**src/rtl/serial_word_loader.sv**
```systemverilog
// serial_word_loader: assembles a serial bit stream into WIDTH-bit words behind a valid/ready output.
//   i_clk        rising-edge clock
//   i_rst        synchronous active-high reset
//   i_sin        serial data bit
//   i_sin_valid  i_sin is valid this cycle
//   o_sin_ready  loader accepts a bit this cycle
//   i_sync       word-boundary marker, restarts assembly of the partial word
//   o_d_out      assembled word (holding register)
//   o_d_valid    o_d_out holds an unconsumed word
//   i_d_ready    consumer accepts o_d_out this cycle
//   o_bit_cnt    bits collected in the current partial word
//   o_ovf        sticky: a bit was offered while o_sin_ready was low
module serial_word_loader #(
    parameter int WIDTH     = 32,
    parameter bit MSB_FIRST = 1'b1
) (
    input  logic                     i_clk,
    input  logic                     i_rst,
    input  logic                     i_sin,
    input  logic                     i_sin_valid,
    output logic                     o_sin_ready,
    input  logic                     i_sync,
    output logic [WIDTH-1:0]         o_d_out,
    output logic                     o_d_valid,
    input  logic                     i_d_ready,
    output logic [$clog2(WIDTH)-1:0] o_bit_cnt,
    output logic                     o_ovf
);
    localparam int CW = $clog2(WIDTH);
    typedef enum logic {FILL, FULL} state_t;
    state_t           r_state;
    logic [WIDTH-1:0] r_sr;
    logic [CW-1:0]    r_bit_cnt;
    logic [WIDTH-1:0] r_d_out;
    logic             r_d_valid;
    logic             r_ovf;
    logic             w_accept;
    logic             w_last;
    logic             w_free;
    logic [CW-1:0]    w_cnt_base;
    logic [WIDTH-1:0] w_next_sr;
    assign o_sin_ready = (r_state == FILL) && !i_rst;
    assign w_accept    = i_sin_valid && o_sin_ready;
    // a sync bit starts a fresh word, so counting restarts from zero in that cycle
    assign w_cnt_base  = i_sync ? '0 : r_bit_cnt;
    assign w_last      = w_accept && (w_cnt_base == CW'(WIDTH - 1));
    assign w_free      = !r_d_valid || i_d_ready;
    assign w_next_sr   = MSB_FIRST ? {r_sr[WIDTH-2:0], i_sin} : {i_sin, r_sr[WIDTH-1:1]};
    assign o_d_out     = r_d_out;
    assign o_d_valid   = r_d_valid;
    assign o_bit_cnt   = r_bit_cnt;
    assign o_ovf       = r_ovf;
    always_ff @(posedge i_clk) begin
        if (i_rst) begin
            r_state   <= FILL;
            r_sr      <= '0;
            r_bit_cnt <= '0;
            r_d_out   <= '0;
            r_d_valid <= 1'b0;
            r_ovf     <= 1'b0;
        end else begin
            if (i_sin_valid && !o_sin_ready)
                r_ovf <= 1'b1;
            if (r_state == FILL) begin
                if (w_accept) begin
                    r_sr      <= w_next_sr;
                    r_bit_cnt <= w_last ? '0 : w_cnt_base + 1'b1;
                end else if (i_sync) begin
                    r_bit_cnt <= '0;
                end
                if (w_last) begin
                    if (w_free) begin
                        r_d_out   <= w_next_sr;
                        r_d_valid <= 1'b1;
                    end else begin
                        r_state <= FULL;
                    end
                end else if (r_d_valid && i_d_ready) begin
                    r_d_valid <= 1'b0;
                end
            end else if (i_d_ready) begin
                // the parked word replaces the consumed one, so d_valid stays high
                r_d_out <= r_sr;
                r_state <= FILL;
            end
        end
    end
endmodule

```
**config.mk**
```make
export PLATFORM = sky130hd
export DESIGN_NAME = serial_word_loader
export DESIGN_NICKNAME = d
export VERILOG_FILES = /design/src/rtl/serial_word_loader.sv
export SDC_FILE = /design/constraint.sdc
export NUM_CORES = 1
export LEC_CHECK = 0
export ABC_AREA = 0
export BUFFER_PORTS_ARGS = -buffer_cell sky130_fd_sc_hd__buf_2
export CORE_ASPECT_RATIO = 1.2
export CORE_MARGIN = 1
export CORE_UTILIZATION = 35
export CTS_CLUSTER_SIZE = 28
export DETAILED_ROUTE_END_ITERATION = 8
export SYNTH_ARGS = -nofsm -noshare
export SYNTH_HDL_FRONTEND = slang
export SYNTH_SLANG_ARGS = --single-unit
```
**constraint.sdc**
```tcl
create_clock -name i_clk -period 2.5 [get_ports i_clk]
set_input_delay 0.375 -clock i_clk [delete_from_list [all_inputs] [get_ports i_clk]]
set_output_delay 0.375 -clock i_clk [all_outputs]
set_load 0.005 [all_outputs]
```
* After elaboration in Yosys (flattened, before gate mapping)
Index checks and enable logic that the tools add are counted.
** Storage, ports and cells
- Logic and storage cells :: 40
- Bits in writable memories :: 0
- Output and inout port bits :: 40
- Memories :: 0
- Input bits :: 6
- ROM bits :: 0
- Bits in latches :: 0
- Bits in registers :: 72
** Operators by class
- Magnitude comparators :: 0
- Reductions and logical operators :: 15
- Bitwise gates (word level) :: 1
- Multiply operators :: 0
- $add $sub $neg :: 1
- Shifts and indexed selects :: 0
- Muxes and demuxes :: 14
- Equality and inequality tests :: 3
- Divide/modulo/power cells :: 0
** Operator list (count)
- 32-bit 2-to-1 mux :: 4
- 5-bit 2-to-1 mux :: 3
- 1-bit 2-to-1 mux :: 7
- 3-bit AND reduction :: 2
- 2-bit nonzero test :: 3
- 5-bit by 1-bit adder with 5-bit output (second input constant) :: 1
- 5-bit equality test (second input constant) :: 1
- 1-bit logical AND :: 5
- 1-bit zero test :: 3
- 2-bit by 1-bit inequality test with 1-bit output (second input constant) :: 1
- 2-bit inequality test (second input constant) :: 1
- 2-bit AND reduction :: 1
- 1-bit logical OR :: 1
- 1-bit inverter :: 1

* Longest topological paths before layout
Gate-level depths: netlist (run 1).
- Word-level depth :: 6
- Mapped depth :: 12
- Depth with buffers taken out :: 8

* Least setup slack after synthesis (run 1)
Ideal clock, no wire load.
- Path kind :: input -> register
- Start point :: input i_sync
- End point :: register r_d_out[16] (netlist: o_d_out[16])
- Stages on the path :: 11
- Data required time :: 2.419 ns
- Buffers on the path :: 3
- Data arrival time :: 1.996 ns
- Setup time :: 0.081 ns
- Slack :: 0.423 ns
- Cells stage by stage :: buf_2 > nor2b_1 > ha_1 > nand2_1 > nor2_1 > ha_1 > buf_6 > a21o_1 > clkbuf_1 > a21oi_1 > a211oi_2
** Between the ends
- Cells in the longest elaborated chain, start to end :: 5
** RTL lines
- start: declaration :: RTL line 22 : input logic i_sync,
- 5-bit 2-to-1 mux
- 5-bit equality test :: RTL line 46 : assign w_last = w_accept && (w_cnt_base == CW'(WIDTH - 1));
- 1-bit logical AND :: RTL line 46
- 2-bit nonzero test (no source line)
- 3-bit AND reduction (no source line)
- end signal: assignment :: RTL line 73 : r_d_out <= w_next_sr;
- end signal: assignment :: RTL line 83 : r_d_out <= r_sr;
- end: declaration :: RTL line 34 : logic [WIDTH-1:0] r_d_out;
No other way between the ends.
A chain may end at the register's enable or synchronous reset.

* Worst setup path after layout (run 1)
- Start point :: register r_bit_cnt[0] (netlist: o_bit_cnt[0])
- End point :: register r_d_out[27] (netlist: o_d_out[27])
** Between the ends
- Cells in the longest elaborated chain, start to end :: 5
** RTL lines
- start: declaration :: RTL line 33 : logic [CW-1:0] r_bit_cnt;
- start signal: assignment :: RTL line 67 : r_bit_cnt <= w_last ? '0 : w_cnt_base + 1'b1;
- 5-bit 2-to-1 mux
- 5-bit equality test :: RTL line 46
- 1-bit logical AND :: RTL line 46
- 2-bit nonzero test (no source line)
- 3-bit AND reduction (no source line)
No other way between the ends.

==> results of run 1 <==
## flip-flops by register name (all words and copies together) (netlist names)
| register | flops |
|---|---|
| o_d_out | 32 |
| r_sr | 32 |
| o_bit_cnt | 5 |
| o_d_valid | 1 |
| o_ovf | 1 |
| r_state | 1 |
## cells in the mapped netlist
cell type / n
a211oi_1: 2
a211oi_2: 30
a21o_1: 1
a21oi_1: 70
a221oi_1: 1
a22oi_1: 2
a31oi_1: 1
and2_4: 1
buf_1: 2
buf_2: 11
buf_4: 1
buf_6: 3
buf_8: 3
clkbuf_1: 13
dfxtp_1: 72
ha_1: 2
inv_1: 2
mux2i_1: 33
nand2_1: 67
nand2b_1: 2
nand3_1: 1
nand4b_1: 1
nor2_1: 6
nor2b_1: 5
nor3_1: 1
nor3b_1: 2
nor4b_1: 2
o21ai_0: 1
o21bai_1: 1
o21bai_4: 1
or4b_1: 1
## layer usage
layer | vias up | GRT usage, % | wire (um)
met5 | - | 0 | 0
met4 | 0 | 6.80 | 91
met3 | 5 | 4.23 | 359
met2 | 48 | 24.0 | 3200
met1 | 1157 | 19.9 | 3230
li1 | 1256 | - | -
## metrics by stage
step / hold WS, ns / utilization (%) / cells
2_1_floorplan: 0.436 / - / 341
3_3_place_gp: 0.442 / 39.8 / 478
3_5_place_dp: 0.455 / 39.8 / 478
4_1_cts: 0.210 / 42.8 / 493
5_1_grt: 0.221 / 42.8 / 493
6_report: 0.223 / 42.8 / 493
## path summary, 6_finish.rpt
kind	startpoint	endpoint	slack [ns]	cells after the start
max	o_bit_cnt[0]$_SDFFE_PP0N_	o_d_out[27]$_SDFFE_PP0P_	0.41	8
min	i_d_ready	r_state$_SDFF_PP0_	0.22	2
max reg2reg	o_bit_cnt[0]$_SDFFE_PP0N_	o_d_out[27]$_SDFFE_PP0P_	0.41	8
min reg2reg	o_ovf$_SDFFE_PP0P_	o_ovf$_SDFFE_PP0P_	0.47	2
## kinds of logic (layout without fill, tap and decap cells)
logic type / after synthesis / after routing / synth area share (%)
muxes: 33 / 33 / 10.3
adders and majority gates: 2 / 2 / 0.782
and+or+nand+nor: 89 / 89 / 12.1
DFF: 72 / 72 / 45.1
AOI/OAI and AO/OA: 110 / 110 / 25.3
buffers and inverters: 35 / 70 / 6.41
## critical path, stage by stage, from the launching register on
cell and delay, ns:
dfxtp_1 0.40, nor2b_1 0.20, ha_1 0.21, nand2_1 0.06, nor2_1 0.10, ha_1 0.17, a21o_1 0.15, and2_4 0.50
a211oi_1 0.14
## cell type report
class                           count  area (um2)
Multi-Input combinational cell    234        1560
Clock inverter                      5         129
Timing Repair Buffer               53         310
Fill cell                         888        4970
Inverter                            2        7.51
Tap cell                          117         146
Clock buffer                       10         138
Sequential cell                    72        1440
## power by group through the flow
stage                     clock, mW  sequential (mW)  combinational (mW)
after detailed placement          0             1.18              0.0704
after global placement            0             1.18              0.0703
after global routing           1.29             1.15              0.0780
after floorplan                   0             1.18              0.0509
after CTS                      1.24             1.15              0.0705
final                          1.22             1.15              0.0693
## layout by cell type (no fill, tap or decap), types with 4 or more instances in the layout
cell	netlist	layout
a211oi_2	30	30
a21oi_1	70	70
buf_2	11	45
buf_4	1	6
bufinv_16	0	4
clkbuf_8	0	10
dfxtp_1	72	71
mux2i_1	33	33
nand2_1	67	67
nor2_1	6	6
nor2b_1	5	4
==> metrics.txt, run 1 <==
Ports 46; vias roughly 2500; main area contributors after synthesis dfxtp_1 (45%), a211oi_2 (12%), a21oi_1 (11%), mux2i_1 (10%), nand2_1 (7.9%); post-CTS sizing 0; crit path time final about 2.1 ns; CTS tree built; Clock Tree Buf Depth 2; GP Congestion ~0.77; clock root cell clkbuf_8; Tcrit/Tclk final about 84%; VDD IR-drop max between 0.3 and 0.4 mV; Netlist cell types 31; MaxCap Viol Count 0; Starting Density a little under two fifths; initial antenna violation count 0; clk sinks 72; top cell type by total area after synthesis dfxtp_1; setup_tns 0 ns; Max Clock Freq between 0.4 and 0.5 GHz; Clock Skew approximately 0.013 ns; Max Slew Vio Count 0; post-synthesis sequential area ratio 45.1%; P_sw approximately 0.49 mW; core area ~8700 um2; share of the synthesized area in the top cell type between 40% and 50%; Comb power frac 2.8%; layout cells sized above 1 a little over a quarter; # H-tree levels 3; Final Hold Fails 0; Die Y around 110 um; Tot Pwr roughly 2.4 mW; pin count of the biggest net entering global routing 73; Pint approximately 2.0 mW; setup bufs post-CTS 0; Critical Path RT around 2.7 ns; Num CTS Buffers 9; DP Wirelength approximately 4300 um; sequential power share 47.2%; worst min path class primary input to flop; Layout area overhead 16.5%; Slew @ Worst Pin between 0.7 and 0.8 ns; type of origin of the critical path flop; outcome complete, no violations; dpl ws 0.303 ns; Vias per Instance roughly 5; Post-route DRC 0; Final #Nets 380; Clock Latency Late Sink between 0.3 and 0.4 ns; Placed Area roughly 3500 um2; Die W just under 90 um; vias in the first global route about 2400; first-pass GRT wire length between 10000 and 15000 um; Synth Cell Area ~3200 um2; Overall Global Routing Usage between 10% and 20%; highest net fanout along the worst path 32; total wire length slightly below 7000 um; Final Cell Area between 3000 and 4000 um2; RSZ-0062 raised after global routing false; Pleak approximately 1.2 nW; worst endpoint data arrival time 2.29 ns; port buffer count between 40 and 50; Starting DRT DRC Count roughly 130; Detailed Routing Iterations Pass 1 4; power density of the placed cells 654 nW/um2; Worst-path clk slew 0.08 ns; Switching Share 19.9%; Net Count, Synth around 350; post-route ant nets 0; row count 37; CP Capture Type flop; mean post-synth cell area 9.38 um2; Gate Count Post-Synth ~340; # diodes 0; yosys warns 0; Setup violations, final 0; # hold bufs at CTS 0; Final WS setup a little over 0.4 ns; Slew HR a little over half; Clk network pwr share roughly half; Synth Register Bits 72; DR WL/cell about 14 um; grt ovf 0; Die ar. about 9500 um2; critical path class flop to flop
Power figures use the tool's default switching activity.
==> run 2: changes to the inputs <==
==> constraint.sdc (replaced) <==
create_clock -name i_clk -period 1.93 [get_ports i_clk]
set_input_delay 0.2895 -clock i_clk [delete_from_list [all_inputs] [get_ports i_clk]]
set_output_delay 0.2895 -clock i_clk [all_outputs]
set_load 0.005 [all_outputs]
==> run 2 against run 1 <==
Net effect: register-to-register slack got worse by 0.30 ns; clock power about the same; first-iteration DRC count decreased by 6.2%; core utilization increased by 1.1 points; non-clock buffer count increased by 10; sequential share of layout area decreased by 0.94 points; sequential cell count unchanged; final cell count increased by 2.2%; routed wire length increased by 2.5%; critical path depth unchanged; critical path type unchanged.
==> metrics.txt, run 2 (same netlist as run 1, synthesis figures left out) <==
outcome complete, no violations; Starting Density 36.8% (unchanged); Clock Skew 0.00850 ns (-0.00490 ns); VDD IR-drop max 0.424 mV (+37%); Critical R2R Launch o_bit_cnt[0]$_SDFFE_PP0N_; highest net fanout along the worst path 8 (-75%); Hold Path Depth 2 (unchanged); Setup violations, final 0 (unchanged); first-pass GRT wire length 11300 um (-0.60%); Ports 46 (unchanged); # hold bufs at CTS 0 (unchanged); Final Hold Fails 0 (unchanged); Clock Tree Buf Depth 2 (unchanged); Post-route DRC 0 (unchanged); type of origin of the critical path flop; crit path time final 1.82 ns (-0.273 ns); Worst-path clk slew 0.07 ns (about the same); # diodes 0 (unchanged); Die ar. 9530 um2 (unchanged); Die Y 107 um (unchanged); clock root cell clkbuf_8; CP max stage delay 0.51 ns (about the same); Critical Path RT 2.20 ns (-0.50 ns); vias in the first global route 2381 (-0.71%); CTS tree built; Final Cell Area 3820 um2 (+2.5%); post-CTS sizing 0 (unchanged); R2R Setup Slk 0.11 ns (-0.30 ns); Clock Latency Late Sink 0.34 ns (about the same); Pleak 1.28 nW (+2.4%); CP Buf/Inv Count 1 (+1); setup bufs post-CTS 0 (unchanged); CP Capture Type flop; Vias per Instance 5.00 (about the same); Max Clock Freq 0.550 GHz (+15%); Slew HR 72.2% (+19 points); core area 8700 um2 (unchanged); Layout area overhead 19.4%; Slew @ Worst Pin 0.416 ns (-0.287 ns); RSZ-0062 raised after global routing false; GP Congestion 0.728 (-5.1%); family with the most delay on the worst path simple AND/OR/NAND/NOR gates; multi-input logic area 1570 um2 (+0.97%); Die W 89.3 um (unchanged); DR WL/cell 14.0 um (+0.25%); flip-flop and latch area 1440 um2 (unchanged); reg2reg end o_bit_cnt[0]$_SDFFE_PP0N_; critical path class flop to flop; Placed Area 3570 um2 (+3.2%); DP Wirelength 4420 um (+2.4%); MaxCap Viol Count 0 (unchanged); vias 2522 (+2.3%); row count 37 (unchanged); grt ovf 0 (unchanged); layout cells sized above 1 29.5% (+2.3 points); Detailed Routing Iterations Pass 1 4 (unchanged); clk sinks 72 (unchanged); power density of the placed cells 732 nW/um2 (+12%); Max Slew Vio Count 0 (unchanged); Final #Nets 390 (+2.6%); most common cell after layout, fill and taps aside dfxtp_1; initial antenna violation count 0 (unchanged); Num CTS Buffers 9 (unchanged); worst min path class primary input to flop; # H-tree levels 3 (unchanged); Tcrit/Tclk final 94.1% (+11 points); Overall Global Routing Usage 15.5% (about the same); crit-path most repeated cell ha_2; Starting DRT DRC Count 121 (-6.2%); total wire length 7050 um (+2.5%); WHS Endpoint r_state$_SDFF_PP0_; post-route ant nets 0 (unchanged); worst endpoint data arrival time 2.09 ns (-0.20 ns); slowest cell on the critical path or4b_1; most frequent cells in the layout dfxtp_1 (71), a21oi_1 (70), nand2_1 (67); Fillers 890 (+0.23%); launch point of the worst hold path i_d_ready; pin count of the biggest net entering global routing 35 (-52%); crit-path cells nor2b_2, ha_2, nand2_1, nor2_1, ha_2, buf_4, or4b_1, a21oi_1; port buffer count 45 (unchanged); Worst R2R Path Depth 8 (unchanged); tightest hold margin 0.139 ns (-0.0844 ns); Crit path depth 8 (unchanged)
## run 2: layer usage
| metal | vias up | share of wire (%) | GRT usage [%] |
|---|---|---|---|
| li1 | 1277 | - | - |
| met1 | 1197 | 46 | 18.5 |
| met2 | 41 | 49 | 25.8 |
| met3 | 7 | 3.6 | 4.00 |
| met4 | 0 | 1.6 | 6.46 |
| met5 | - | 0 | 0 |
## run 2: power by group
part	switching, mW	leakage, nW	internal, mW
Sequential	0.00303	0.581	1.49
Combinational	0.0713	0.602	0.0322
Clock	0.530	0.0969	0.670
Total	0.605	1.28	2.19
## run 2: worst max path at each step
stage	start	endpoint	slack, ns
3_5_place_dp	i_sync	o_d_out[26]$_SDFFE_PP0P_	-0.01
6_report	o_bit_cnt[0]$_SDFFE_PP0N_	o_bit_cnt[0]$_SDFFE_PP0N_	0.11
3_3_place_gp	i_sync	o_d_out[7]$_SDFFE_PP0P_	0.06
4_1_cts	o_bit_cnt[0]$_SDFFE_PP0N_	o_d_out[3]$_SDFFE_PP0P_	0.06
5_1_grt	o_bit_cnt[0]$_SDFFE_PP0N_	o_d_out[17]$_SDFFE_PP0P_	0.009
2_1_floorplan	i_sync	o_d_out[10]$_SDFFE_PP0P_	0.0003
## run 2: metrics by stage
step                setup WS (ns)  cells  power (mW)  TNS [ns]  util [%]
CTS                        0.0551    502        2.83         0      43.3
global route              0.00936    504        2.91         0      43.9
global placement           0.0649    486        1.63         0      41.0
finish                      0.113    504        2.80         0      43.9
detailed placement        -0.0112    486        1.63   -0.0120      41.0
floorplan                0.000303    341        1.59         0         -
## run 2: worst reg2reg max path, stage by stage, from the launching register on
cell and delay (ns):
dfxtp_1 0.31, nor2b_2 0.15, ha_2 0.18, nand2_1 0.07, nor2_1 0.04, ha_2 0.19
buf_4 0.16, or4b_1 0.51, a21oi_1 0.14
## run 2: area by class of cell
| type | count | share of cell area, % |
|---|---|---|
| flip-flops and latches | 72 | 37.8 |
| multi-input cells | 234 | 41.1 |
| well taps | 117 | 3.83 |
| inverters | 2 | 0.196 |
| repair buffers | 63 | 11.9 |
| clock inverters | 2 | 0.982 |
| clock buffers | 14 | 4.26 |
==> run 3: changes to the inputs <==
--- a/config.mk
+++ b/config.mk
@@ -10,6 +10,7 @@
 export CORE_ASPECT_RATIO = 1.2
 export CORE_MARGIN = 1
 export CORE_UTILIZATION = 35
+export CTS_BUF_LIST = sky130_fd_sc_hd__clkbuf_4 sky130_fd_sc_hd__clkbuf_8
 export CTS_CLUSTER_SIZE = 28
 export DETAILED_ROUTE_END_ITERATION = 8
 export SYNTH_ARGS = -nofsm -noshare
==> run 3 against run 2 <==
Net effect: clock-buffer cell count unchanged; critical endpoint unchanged; routed wire length hardly changed; sequential share of layout area is 0.11 points lower; register-to-register slack about the same; critical path type unchanged; hold slack better by 0.00064 ns.
==> metrics.txt, run 3 (same netlist as run 1, synthesis figures left out) <==
crit path time final 1.82 ns (+0.000390 ns); outcome complete, no violations; worst setup path start o_bit_cnt[0]$_SDFFE_PP0N_; layout cells sized above 1 30.2% (+0.78 points); Critical Path Sink o_bit_cnt[0]$_SDFFE_PP0N_; Die W 89.3 um (unchanged); Overall Global Routing Usage 15.5% (unchanged); Vias per Instance 5.04 (+0.71%); # H-tree levels 3 (unchanged); Worst-path clk slew 0.07 ns (about the same); vias 2540 (+0.71%); worst endpoint data arrival time 2.09 ns (about the same); port buffer count 45 (unchanged); GP Congestion 0.728 (unchanged); # diodes 0 (unchanged); Pleak 1.29 nW (+0.80%); row count 37 (unchanged); Die Y 107 um (unchanged); critical path class flop to flop; reg2reg end o_bit_cnt[0]$_SDFFE_PP0N_; Setup violations, final 0 (unchanged); power density of the placed cells 740 nW/um2 (+1.1%); crit-path most repeated cell ha_2; Critical Path RT 2.20 ns (about the same); total wire length 7050 um (about the same); setup bufs post-CTS 0 (unchanged); post-route ant nets 0 (unchanged); CP max stage delay 0.51 ns (about the same); most frequent cells in the layout dfxtp_1 (71), a21oi_1 (70), nand2_1 (67); Max Slew Vio Count 0 (unchanged); Clock Latency Late Sink 0.34 ns (about the same); Die ar. 9530 um2 (unchanged); clk sinks 72 (unchanged); worst min path class primary input to flop; slowest cell on the critical path or4b_1; Post-route DRC 0 (unchanged); grt ovf 0 (unchanged); Starting Density 36.8% (unchanged); Clock Tree Buf Depth 2 (unchanged); Fillers 887 (-0.34%); initial antenna violation count 0 (unchanged); highest net fanout along the worst path 8 (unchanged); MaxCap Viol Count 0 (unchanged); R2R Setup Slk 0.11 ns (about the same); Num CTS Buffers 9 (unchanged); VDD IR-drop max 0.423 mV (-0.33%); Final Hold Fails 0 (unchanged); Ports 46 (unchanged); DP Wirelength 4420 um (unchanged); Slew HR 72.3% (+0.15 points); CTS tree built; Worst R2R Path Depth 8 (unchanged); crit-path cells nor2b_2, ha_2, nand2_1, nor2_1, ha_2, buf_4, or4b_1, a21oi_1; first-pass GRT wire length 11300 um (about the same); setup_tns 0 ns (unchanged); vias in the first global route 2379 (-0.084%); pin count of the biggest net entering global routing 35 (unchanged); Starting DRT DRC Count 126 (+4.1%); Slew @ Worst Pin 0.414 ns (-0.00219 ns); RSZ-0062 raised after global routing false; core area 8700 um2 (unchanged); clock root cell clkbuf_8; most common cell after layout, fill and taps aside dfxtp_1; Layout area overhead 19.8%; Final #Nets 390 (unchanged); Final Cell Area 3830 um2 (+0.29%); type of origin of the critical path flop; Clock Skew 0.00800 ns (-0.000508 ns); Critical R2R Launch o_bit_cnt[0]$_SDFFE_PP0N_; Max Clock Freq 0.550 GHz (about the same); Detailed Routing Iterations Pass 1 4 (unchanged); Placed Area 3570 um2 (unchanged); Tcrit/Tclk final 94.2% (about the same); CP Capture Type flop; DR WL/cell 14.0 um (about the same)
## run 3: routing by layer
metal / vias up / global-route usage [%] / share of wire [%]
li1: 1283 / - / -
met1: 1210 / 18.6 / 46
met5: - / 0 / 0
met2: 40 / 25.7 / 49
met3: 7 / 4.00 / 3.4
met4: 0 / 6.46 / 1.6
## run 3: through the flow
stage	cells	hold slack, ns	power [mW]	utilization (%)	setup slack (ns)
after floorplan	341	0.366	1.59	-	0.000303
after global placement	486	0.443	1.63	41.0	0.0649
after detailed placement	486	0.448	1.63	41.0	-0.0112
after CTS	502	0.127	2.87	43.5	0.0552
after global routing	504	0.135	2.95	44.0	0.00936
final	504	0.140	2.84	44.0	0.113
## run 3: what timing repair did
item	in CTS	in global routing
setup endpoints to repair	0	34
gates resized for setup	0	6
hold buffers	0	0
## run 3: cell type report
type	count	area (um2)	area share [%]
Clock inverter	2	37.5	0.979
Clock buffer	14	174	4.54
Inverter	2	7.51	0.196
Multi-Input combinational cell	234	1570	41.0
Sequential cell	72	1440	37.6
Timing Repair Buffer	63	454	11.9
Tap cell	117	146	3.82
## run 3: worst max-delay path: cells and delay by family, from the launching register on
family	cells	cell delay, ns
AOI/OAI and AO/OA	1	0.14
adders and majority gates	2	0.37
buffers and inverters	1	0.16
DFF	1	0.31
and+or+nand+nor	4	0.77
## run 3: where the power goes
group          total, mW  internal, mW  switching (mW)  leakage [nW]
clock               1.24         0.712           0.528         0.107
combinational      0.103        0.0322          0.0712         0.602
sequential          1.49          1.49         0.00307         0.581
## run 3: worst min path at each step
stage                                from                    end  slack (ns)  depth (start not counted)
floorplan                       i_d_ready     r_state$_SDFF_PP0_        0.37                          1
global placement    r_sr[31]$_SDFFE_PP0P_  r_sr[31]$_SDFFE_PP0P_        0.44                          2
detailed placement  r_sr[31]$_SDFFE_PP0P_  r_sr[31]$_SDFFE_PP0P_        0.45                          2
CTS                             i_d_ready     r_state$_SDFF_PP0_        0.13                          2
global route                    i_d_ready     r_state$_SDFF_PP0_        0.14                          2
finish                          i_d_ready     r_state$_SDFF_PP0_        0.14                          2
